--- src/rtl/ascon_pack.sv ---
// rtl/ascon_pack.sv - Shared FSM state type and round constants for the Ascon-128 control path
package ascon_pack;

  typedef enum logic [3:0] {
    IDLE,
    CONF_INIT,
    INIT,
    WAIT_AD,
    CONF_AD,
    AD,
    WAIT_PT,
    CONF_PT,
    PT,
    CONF_FIN,
    FIN,
    DONE
  } state_fsm_t;

  localparam logic [3:0] ROUND_LAST = 4'd11;
  localparam logic [3:0] ROUND_P6   = 4'd6;

  function automatic int max_int(input int a, input int b);
    return (a > b) ? a : b;
  endfunction

endpackage

--- src/rtl/compteur_bloc.sv ---
// rtl/compteur_bloc.sv - Block counter with enable, clear and last-block flag
module compteur_bloc #(
  parameter int WIDTH = 2
) (
  input  logic             clock_i,
  input  logic             resetb_i,
  input  logic             en_i,
  input  logic             clear_i,
  input  logic [WIDTH-1:0] limit_i,
  output logic             last_o
);

  logic [WIDTH-1:0] count_q;

  // Clear wins over increment: the last block of a phase both counts and resets.
  always_ff @(posedge clock_i or negedge resetb_i) begin
    if (!resetb_i) begin
      count_q <= '0;
    end else if (clear_i) begin
      count_q <= '0;
    end else if (en_i) begin
      count_q <= count_q + 1'b1;
    end
  end

  assign last_o = (count_q == limit_i);

endmodule

--- src/rtl/fsm_ascon_encrypt.sv ---
// rtl/fsm_ascon_encrypt.sv - Ascon-128 encryption control FSM (init, AD, PT, finalisation)
module fsm_ascon_encrypt
  import ascon_pack::*;
#(
  parameter int N_AD = 1,
  parameter int N_PT = 4
) (
  input  logic       clock_i,
  input  logic       resetb_i,
  input  logic       start_i,
  input  logic       data_valid_i,
  input  logic [3:0] round_i,
  output logic       en_cpt_perm_o,
  output logic       init_p12_o,
  output logic       init_p6_o,
  output logic       input_mode_o,
  output logic       en_reg_state_o,
  output logic       en_xor_data_b_o,
  output logic       en_xor_key_b_o,
  output logic       en_xor_key_e_o,
  output logic       en_xor_lsb_e_o,
  output logic       en_cipher_o,
  output logic       en_tag_o,
  output logic       data_ready_o,
  output logic       cipher_valid_o,
  output logic       end_o
);

  localparam int CW = $clog2(max_int(N_AD, N_PT)) + 1;
  localparam logic [CW-1:0] LAST_AD = CW'(N_AD - 1);
  localparam logic [CW-1:0] LAST_PT = CW'(N_PT - 1);

  state_fsm_t    state_q, state_d;
  logic          cnt_en, cnt_clear, cnt_last;
  logic [CW-1:0] cnt_limit;
  logic          init_p12_c;
  logic          round_last;

  assign round_last = (round_i == ROUND_LAST);
  assign cnt_limit  = (state_q == WAIT_AD || state_q == CONF_AD || state_q == AD) ? LAST_AD : LAST_PT;

  compteur_bloc #(.WIDTH(CW)) u_compteur_bloc (
    .clock_i  (clock_i),
    .resetb_i (resetb_i),
    .en_i     (cnt_en),
    .clear_i  (cnt_clear),
    .limit_i  (cnt_limit),
    .last_o   (cnt_last)
  );

  always_ff @(posedge clock_i or negedge resetb_i) begin
    if (!resetb_i) begin
      state_q <= IDLE;
    end else begin
      state_q <= state_d;
    end
  end

  always_comb begin
    state_d         = state_q;
    en_cpt_perm_o   = 1'b0;
    init_p12_c      = 1'b0;
    init_p6_o       = 1'b0;
    input_mode_o    = 1'b0;
    en_reg_state_o  = 1'b0;
    en_xor_data_b_o = 1'b0;
    en_xor_key_b_o  = 1'b0;
    en_xor_key_e_o  = 1'b0;
    en_xor_lsb_e_o  = 1'b0;
    en_cipher_o     = 1'b0;
    en_tag_o        = 1'b0;
    data_ready_o    = 1'b0;
    end_o           = 1'b0;
    cnt_en          = 1'b0;
    cnt_clear       = 1'b0;
    unique case (state_q)
      IDLE, DONE: begin
        end_o = (state_q == DONE);
        if (start_i) begin
          init_p12_c = 1'b1;
          state_d    = CONF_INIT;
        end
      end
      CONF_INIT: begin
        en_reg_state_o = 1'b1;
        en_cpt_perm_o  = 1'b1;
        state_d        = INIT;
      end
      INIT: begin
        input_mode_o   = 1'b1;
        en_reg_state_o = 1'b1;
        if (round_last) begin
          en_xor_key_e_o = 1'b1;
          cnt_clear      = 1'b1;
          state_d        = WAIT_AD;
        end else begin
          en_cpt_perm_o = 1'b1;
        end
      end
      WAIT_AD: begin
        init_p6_o    = 1'b1;
        data_ready_o = 1'b1;
        if (data_valid_i) state_d = CONF_AD;
      end
      CONF_AD: begin
        input_mode_o    = 1'b1;
        en_xor_data_b_o = 1'b1;
        en_reg_state_o  = 1'b1;
        en_cpt_perm_o   = 1'b1;
        state_d         = AD;
      end
      AD: begin
        input_mode_o   = 1'b1;
        en_reg_state_o = 1'b1;
        if (round_last) begin
          cnt_en = 1'b1;
          if (cnt_last) begin
            en_xor_lsb_e_o = 1'b1;
            cnt_clear      = 1'b1;
            state_d        = WAIT_PT;
          end else begin
            state_d = WAIT_AD;
          end
        end else begin
          en_cpt_perm_o = 1'b1;
        end
      end
      // The last PT block is absorbed by the p12 finalisation, so preload round 0.
      WAIT_PT: begin
        data_ready_o = 1'b1;
        init_p12_c   = cnt_last;
        init_p6_o    = !cnt_last;
        if (data_valid_i) state_d = cnt_last ? CONF_FIN : CONF_PT;
      end
      CONF_PT: begin
        input_mode_o    = 1'b1;
        en_xor_data_b_o = 1'b1;
        en_cipher_o     = 1'b1;
        en_reg_state_o  = 1'b1;
        en_cpt_perm_o   = 1'b1;
        state_d         = PT;
      end
      PT: begin
        input_mode_o   = 1'b1;
        en_reg_state_o = 1'b1;
        if (round_last) begin
          cnt_en  = 1'b1;
          state_d = WAIT_PT;
        end else begin
          en_cpt_perm_o = 1'b1;
        end
      end
      CONF_FIN: begin
        input_mode_o    = 1'b1;
        en_xor_data_b_o = 1'b1;
        en_xor_key_b_o  = 1'b1;
        en_cipher_o     = 1'b1;
        en_reg_state_o  = 1'b1;
        en_cpt_perm_o   = 1'b1;
        state_d         = FIN;
      end
      FIN: begin
        input_mode_o   = 1'b1;
        en_reg_state_o = 1'b1;
        if (round_last) begin
          en_xor_key_e_o = 1'b1;
          en_tag_o       = 1'b1;
          state_d        = DONE;
        end else begin
          en_cpt_perm_o = 1'b1;
        end
      end
      default: state_d = IDLE;
    endcase
  end

  // start_i reaches init_p12 combinationally; keep it quiet while reset is held.
  assign init_p12_o = init_p12_c & resetb_i;

  always_ff @(posedge clock_i or negedge resetb_i) begin
    if (!resetb_i) begin
      cipher_valid_o <= 1'b0;
    end else begin
      cipher_valid_o <= en_cipher_o;
    end
  end

endmodule

--- config.mk ---
export PLATFORM = sky130hd
export DESIGN_NAME = fsm_ascon_encrypt
export DESIGN_NICKNAME = d
export VERILOG_FILES = /design/src/rtl/ascon_pack.sv /design/src/rtl/compteur_bloc.sv /design/src/rtl/fsm_ascon_encrypt.sv
export SDC_FILE = /design/constraint.sdc
export NUM_CORES = 1
export LEC_CHECK = 0
export CAP_MARGIN = 20
export CORE_MARGIN = 5
export CORE_UTILIZATION = 53
export CTS_CLUSTER_SIZE = 14
export DETAILED_ROUTE_END_ITERATION = 16
export PLACE_DENSITY = 0.91
export SLEW_MARGIN = 20
export SYNTH_ARGS = -nofsm -noshare
export SYNTH_HDL_FRONTEND = slang
export SYNTH_SLANG_ARGS = --single-unit
export TNS_END_PERCENT = 10
--- constraint.sdc ---
create_clock -name clock_i -period 3.8 [get_ports clock_i]
set_clock_uncertainty 0.2 [all_clocks]
set_input_delay 0.95 -clock clock_i [delete_from_list [all_inputs] [get_ports clock_i]]
set_output_delay 0.95 -clock clock_i [all_outputs]
set_load 0.01 [all_outputs]
==> results of run 1 <==
## critical path, stage by stage
cell	delay, ns
clkdlybuf4s50_1	0.47
and4b_2	0.29
nand2_1	0.10
nor2_1	0.15
clkdlybuf4s50_1	0.57
## per-layer routing
metal | vias up | track usage
li1 | 500 | -
met1 | 482 | 0.2574
met5 | - | 0
met4 | 0 | 0.05240
met2 | 61 | 0.3975
met3 | 2 | 0.03725
## placed cells by master (no fill, tap or decap), types with 3 or more instances in the layout
master            n
a211oi_1          3
a21oi_1           7
a32oi_1           3
buf_4             8
clkbuf_4          3
clkdlybuf4s50_1  19
dfrtp_1           8
inv_1             6
nand2_1           9
nand2b_1          3
nand3_1           3
nor2_1           11
nor2b_1           4
nor3_1            5
o21ai_0           5
or3_1             3
## cell usage after synthesis (2+ instances only)
| master | n | area share |
|---|---|---|
| nor2_1 | 11 | 0.044 |
| nand2_1 | 9 | 0.036 |
| dfrtp_1 | 8 | 0.21 |
| a21oi_1 | 7 | 0.037 |
| clkbuf_1 | 6 | 0.024 |
| inv_1 | 6 | 0.024 |
| buf_2 | 5 | 0.027 |
| nor3_1 | 5 | 0.027 |
| o21ai_0 | 5 | 0.027 |
| nor2b_1 | 4 | 0.027 |
| a211oi_1 | 3 | 0.024 |
| a32oi_1 | 3 | 0.028 |
| nand2b_1 | 3 | 0.020 |
| nand3_1 | 3 | 0.016 |
| or3_1 | 3 | 0.020 |
| a2bb2oi_1 | 2 | 0.019 |
| a31oi_1 | 2 | 0.013 |
| a41o_1 | 2 | 0.021 |
| mux2i_1 | 2 | 0.021 |
| nor4b_1 | 2 | 0.019 |
| o31ai_1 | 2 | 0.016 |
| or4_1 | 2 | 0.016 |
| xnor2_1 | 2 | 0.019 |
## flip-flops by register name, summed over array words and instances, names as in the netlist
signal,cells
u_compteur_bloc.count_q,3
state_q,4
cipher_valid_o,1
## metrics by stage
stage          instances  power (uW)    util  setup slack [ns]  hold WS [ns]
2_1_floorplan        121       618.3       -            0.8701        0.3971
3_3_place_gp         163       832.9  0.6945           0.08073        0.4805
3_5_place_dp         163       852.3  0.6945           0.03907        0.4842
4_1_cts              166       921.0  0.7077           0.03587        0.5000
5_1_grt              166        1008  0.7114           0.06016        0.5435
6_report             166       923.8  0.7114            0.1203        0.5082
## area by class of cell
class / count / area share
Tap cell: 25 / 0.02575
Multi-Input combinational cell: 95 / 0.5458
Clock buffer: 3 / 0.01854
Inverter: 6 / 0.01854
Sequential cell: 8 / 0.1648
Timing Repair Buffer: 29 / 0.2266
## worst max path at each step
| stage | to | cells after the start | from | slack, ns |
|---|---|---|---|---|
| after global routing | en_tag_o | 5 | round_i[2] | 0.06 |
| after CTS | en_cpt_perm_o | 6 | round_i[2] | 0.04 |
| final | en_tag_o | 5 | round_i[1] | 0.12 |
| after detailed placement | en_cpt_perm_o | 6 | round_i[2] | 0.04 |
| after floorplan | en_cpt_perm_o | 5 | round_i[1] | 0.87 |
| after global placement | en_cpt_perm_o | 6 | round_i[2] | 0.08 |
## report_power, final
| part | internal (uW) | total, uW | switching, uW |
|---|---|---|---|
| Clock | 36.2 | 66.2 | 30.0 |
| Combinational | 320 | 693 | 373 |
| Sequential | 116 | 164 | 48.0 |
## cells by family after synthesis
group	Yosys count
adders and majority gates	1
and+or+nand+nor	53
AOI/OAI and AO/OA	36
DFF	8
muxes	3
xor gates and xnor gates	2
buffers and inverters	18
==> results.json, run 1 <==
{
  "clock_latency_ns": 0.25,
  "nNetsFinal": 152,
  "p_leak_uw": 0.0004997,
  "async_reset_ff_frac": 1.000,
  "place_area_sq_um": 1186,
  "hpwl_microns": 1965,
  "yosys.area_share.simple": 0.3262,
  "clock-sinks": 8,
  "cp.required_ns": 2.65,
  "drv_slew": 0,
  "peakVddDrop_mv": 0.3794,
  "routed_wl_microns": 2574,
  "grt_pass1_vias": 1011,
  "tns_ns": 0,
  "h-tree-depth": 1,
  "regArea_sq_um": 200.2,
  "via_per_inst": 6.295,
  "synth_flop_cell": "dfrtp_1",
  "synth-compound-area-share": 0.3155,
  "r2r_slack_ns": 1.67,
  "synth_fa_ha_area_frac": 0.01337,
  "synth.cell_area_sq_um": 935.9,
  "portBuffers": 21,
  "cts_buffers": 3,
  "slew_headroom": 0.7177,
  "r2r_start": "state_q[1]",
  "place.gp.congestion": 0.9325,
  "grt_pass1_wl_microns": 4512,
  "route.vias.total": 1045,
  "drc_errors": 0,
  "cp-start-kind": "primary input",
  "path_clk_slew_ns": 0.05,
  "synth_edf_count": 0,
  "synth_top_family_by_area": "simple AND/OR/NAND/NOR gates",
  "wl_per_cell_microns": 15.51,
  "finalSetupViolCount": 0,
  "first_pass_iters": 4,
  "grt_usage": 0.2169,
  "status": "completed",
  "io_pins": 22,
  "yosysSeqAreaShare": 0.2139,
  "fillers": 133,
  "clockBufferDepth": 2,
  "min_path_cells": 2,
  "fmaxAchievable_mhz": 271.8,
  "postCtsHoldBufs": 0,
  "holdPathEnd": "u_compteur_bloc.count_q[2]",
  "fp.dieH_microns": 52.02,
  "reg2reg_to": "state_q[0]",
  "post_cts_buffers": 0,
  "top_layer": "met4",
  "drive_above_1_share": 0.1418,
  "cp.arrival_ns": 2.53,
  "stdcell_area_sq_um": 1215,
  "cts_tree": "yes",
  "wl_met2_microns": 1315,
  "core_area_sq_um": 1708,
  "overflow": 0,
  "power_density_nw_per_um2": 760.4,
  "rsz0062_at_grt": "false",
  "ff2ff_path_depth": 5,
  "crit_fanout": 6,
  "path_class": "primary input to output port",
  "ys_types": 47,
  "start_util": 0.5480,
  "syn_to_final_growth_pct": 29.81,
  "die_x_microns": 52.02,
  "synth_xor_area_frac": 0.01872,
  "antenna_cells": 0,
  "muxShareOfSynthArea": 0.03342,
  "die_area_sq_um": 2706,
  "worstHoldPathType": "flop to flop",
  "max_slew.worst_pin.slew_ns": 0.4234,
  "cts-resized-gates": 0,
  "syn_avg_cell_area_sq_um": 7.735,
  "drtIter0Drc": 48,
  "yosys_warnings": 0,
  "cap_violations": 0,
  "clock-root-buffer": "clkbuf_4",
  "multi_input_area_sq_um": 663.1,
  "wl_met1_microns": 1045,
  "ys_seq_elements": 8,
  "finalHoldViolCount": 0,
  "synthCells": 121,
  "wl_met3_microns": 199,
  "worstHoldStart": "u_compteur_bloc.count_q[2]",
  "placementRows": 15,
  "crit_path_end_kind": "output port",
  "ant_nets": 0,
  "antenna_found_initial": 0,
  "syn_nets": 130,
  "fin_crit_ns": 3.680,
  "min_period_over_period": 0.9683,
  "grt_max_degree": 26
}
(Power assumes the default switching activity.)
==> run 2, diff against run 1 <==
Settings changed: CORE_UTILIZATION 53 to 49, PLACE_DENSITY 0.91 to 0.86.
Clock period 3.8 ns to 3.58 ns, I/O delays scaled along.
==> run 2 against run 1 <==
- worst setup slack worse by 0.059 ns
- largest power group unchanged
- design area fell by 0.72%
- first-iteration DRC count increased by 6.3%
- count of clock-buffer cells in the layout stayed put
- critical endpoint is now en_xor_lsb_e_o
- global-route usage increased by 1.2 points
- sequential share of layout area is 0.12 points higher
- non-clock buffer count unchanged
- critical path depth decreased by 1
- sequential cell count stayed put
- via count grew 0.67%
==> results.json, run 2 (synthesis gave the netlist of run 1 again) <==
{
  "clock_latency_ns": 0.26,
  "r2r_start": "state_q[0]",
  "crit_fanout": 6,
  "top_usage_layer": "met2",
  "grt_max_degree": 26,
  "hpwl_microns": 2085,
  "p_int_uw": 499.7,
  "postCtsHoldBufs": 0,
  "fillers": 156,
  "status": "completed",
  "power_density_nw_per_um2": 815.9,
  "grt_pass1_vias": 1079,
  "power_switching_uw": 484.4,
  "comb_power_share": 0.763,
  "path_class": "primary input to output port",
  "met1_usage": 0.2694,
  "p_leak_uw": 0.0004819,
  "slew_headroom": 0.7213,
  "min_path_cells": 2,
  "worstHoldPathType": "flop to flop",
  "syn_to_final_growth_pct": 28.88,
  "place_area_sq_um": 1179,
  "first_pass_iters": 4,
  "finalSetupViolCount": 0,
  "ant_nets": 0,
  "antenna_found_initial": 0,
  "clockPowerShare": 0.071,
  "wl_per_cell_microns": 16.89,
  "max_slew.worst_pin.slew_ns": 0.4156,
  "drc_errors": 0,
  "nNetsFinal": 152,
  "worstHoldStart": "u_compteur_bloc.count_q[2]",
  "use_met3": 0.04986,
  "final_cell_mix": "clkdlybuf4s50_1, nor2_1, nand2_1",
  "layout_commonest_cell": "clkdlybuf4s50_1",
  "fin_crit_ns": 3.519,
  "tns_ns": 0,
  "min_period_over_period": 0.9829,
  "h-tree-depth": 1,
  "cap_violations": 0,
  "reg.largest.list": "state_q (4), u_compteur_bloc.count_q (3), cipher_valid_o (1)",
  "place.gp.congestion": 0.9384,
  "grt_use_met2": 0.4073,
  "path_clk_slew_ns": 0.05,
  "cp_top_family": "buffers and inverters",
  "finalHoldViolCount": 0,
  "cp-start-kind": "primary input",
  "clockBufferDepth": 2,
  "die_area_sq_um": 2884,
  "cp_num_buf_inv": 2,
  "via_per_inst": 6.337,
  "largest_reg_flops": 4,
  "clock-sinks": 8,
  "fmaxAchievable_mhz": 284.2,
  "top_register": "state_q",
  "placementRows": 15,
  "reg2reg_to": "state_q[1]",
  "stdcell_area_sq_um": 1206,
  "io_pins": 22,
  "start_util": 0.5305,
  "crit_path_end_kind": "output port",
  "clock-root-buffer": "clkbuf_4",
  "cp_slowest_cell": "clkdlybuf4s50_1",
  "routed_wl_microns": 2803,
  "drv_slew": 0,
  "core_area_sq_um": 1764,
  "grt_usage": 0.2290,
  "holdPathEnd": "u_compteur_bloc.count_q[2]",
  "rsz0062_at_grt": "false",
  "peakVddDrop_mv": 0.4217,
  "grt_pass1_wl_microns": 4788,
  "fin_util": 0.6837,
  "die_x_microns": 53.71,
  "overflow": 0,
  "path_cells": "clkdlybuf4s50_1, and4b_2, and4_1, clkdlybuf4s50_1",
  "cts_buffers": 3,
  "drive_above_1_share": 0.1418,
  "r2r_slack_ns": 1.60,
  "switching_share": 0.4922,
  "portBuffers": 21,
  "p_total_uw": 984.1,
  "antenna_cells": 0,
  "power_frac_seq": 0.166,
  "route.vias.total": 1052,
  "cp.arrival_ns": 2.42,
  "drtIter0Drc": 51,
  "cp.required_ns": 2.48,
  "cts_tree": "yes",
  "crit_top_cell": "clkdlybuf4s50_1",
  "ff2ff_path_depth": 5,
  "fp.dieH_microns": 53.71,
  "max_stage_delay_ns": 0.53
}
[run 2: worst max-delay path by stage]
stage	startpoint	endpoint	depth (start not counted)
6_report	round_i[1]	en_xor_lsb_e_o	4
5_1_grt	round_i[2]	en_cpt_perm_o	6
4_1_cts	round_i[3]	en_xor_lsb_e_o	4
3_5_place_dp	round_i[2]	en_cpt_perm_o	6
3_3_place_gp	round_i[2]	en_cpt_perm_o	6
2_1_floorplan	round_i[1]	en_cpt_perm_o	5
[run 2: power by group through the flow]
stage | registers, uW | clock network, uW | logic (uW)
floorplan | 152 | 0 | 505
global placement | 162 | 0 | 730
detailed placement | 164 | 0 | 753
CTS | 162 | 71.2 | 748
global route | 168 | 77.9 | 829
finish | 164 | 69.6 | 751
[run 2: timing repair]
item                                    CTS  global route
buffers inserted                          0             1
pin swaps                                 1             1
gates resized for setup                   4             0
endpoints found under the setup margin    4             2
[run 2: layout make-up]
type,count,area [sq um],area share
Clock buffer,3,22.52,0.01867
Inverter,6,22.52,0.01867
Multi-Input combinational cell,95,663.1,0.5498
Sequential cell,8,200.2,0.1660
Tap cell,25,31.28,0.02593
Timing Repair Buffer,29,266.5,0.2210
[run 2: metrics by stage]
| stage | hold slack, ns | cells | worst slack [ns] |
|---|---|---|---|
| floorplan | 0.3971 | 121 | 0.7601 |
| global placement | 0.4961 | 162 | -0.08040 |
| detailed placement | 0.5085 | 162 | -0.1547 |
| CTS | 0.5176 | 165 | 0.04070 |
| global route | 0.5530 | 166 | 0.01281 |
| finish | 0.5317 | 166 | 0.06135 |
[run 2: worst reg2reg max path, stage by stage, from the launching register on]
cell and delay [ns]:
dfrtp_1 0.38, buf_4 0.22, or4_1 0.53, a2bb2oi_1 0.17
a31oi_1 0.21, o221a_1 0.20
[run 2: routing by layer]
layer	up-vias	wire length [microns]
met2	61	1450
met3	6	212
met4	0	55
met5	-	0
met1	486	1085
li1	499	-
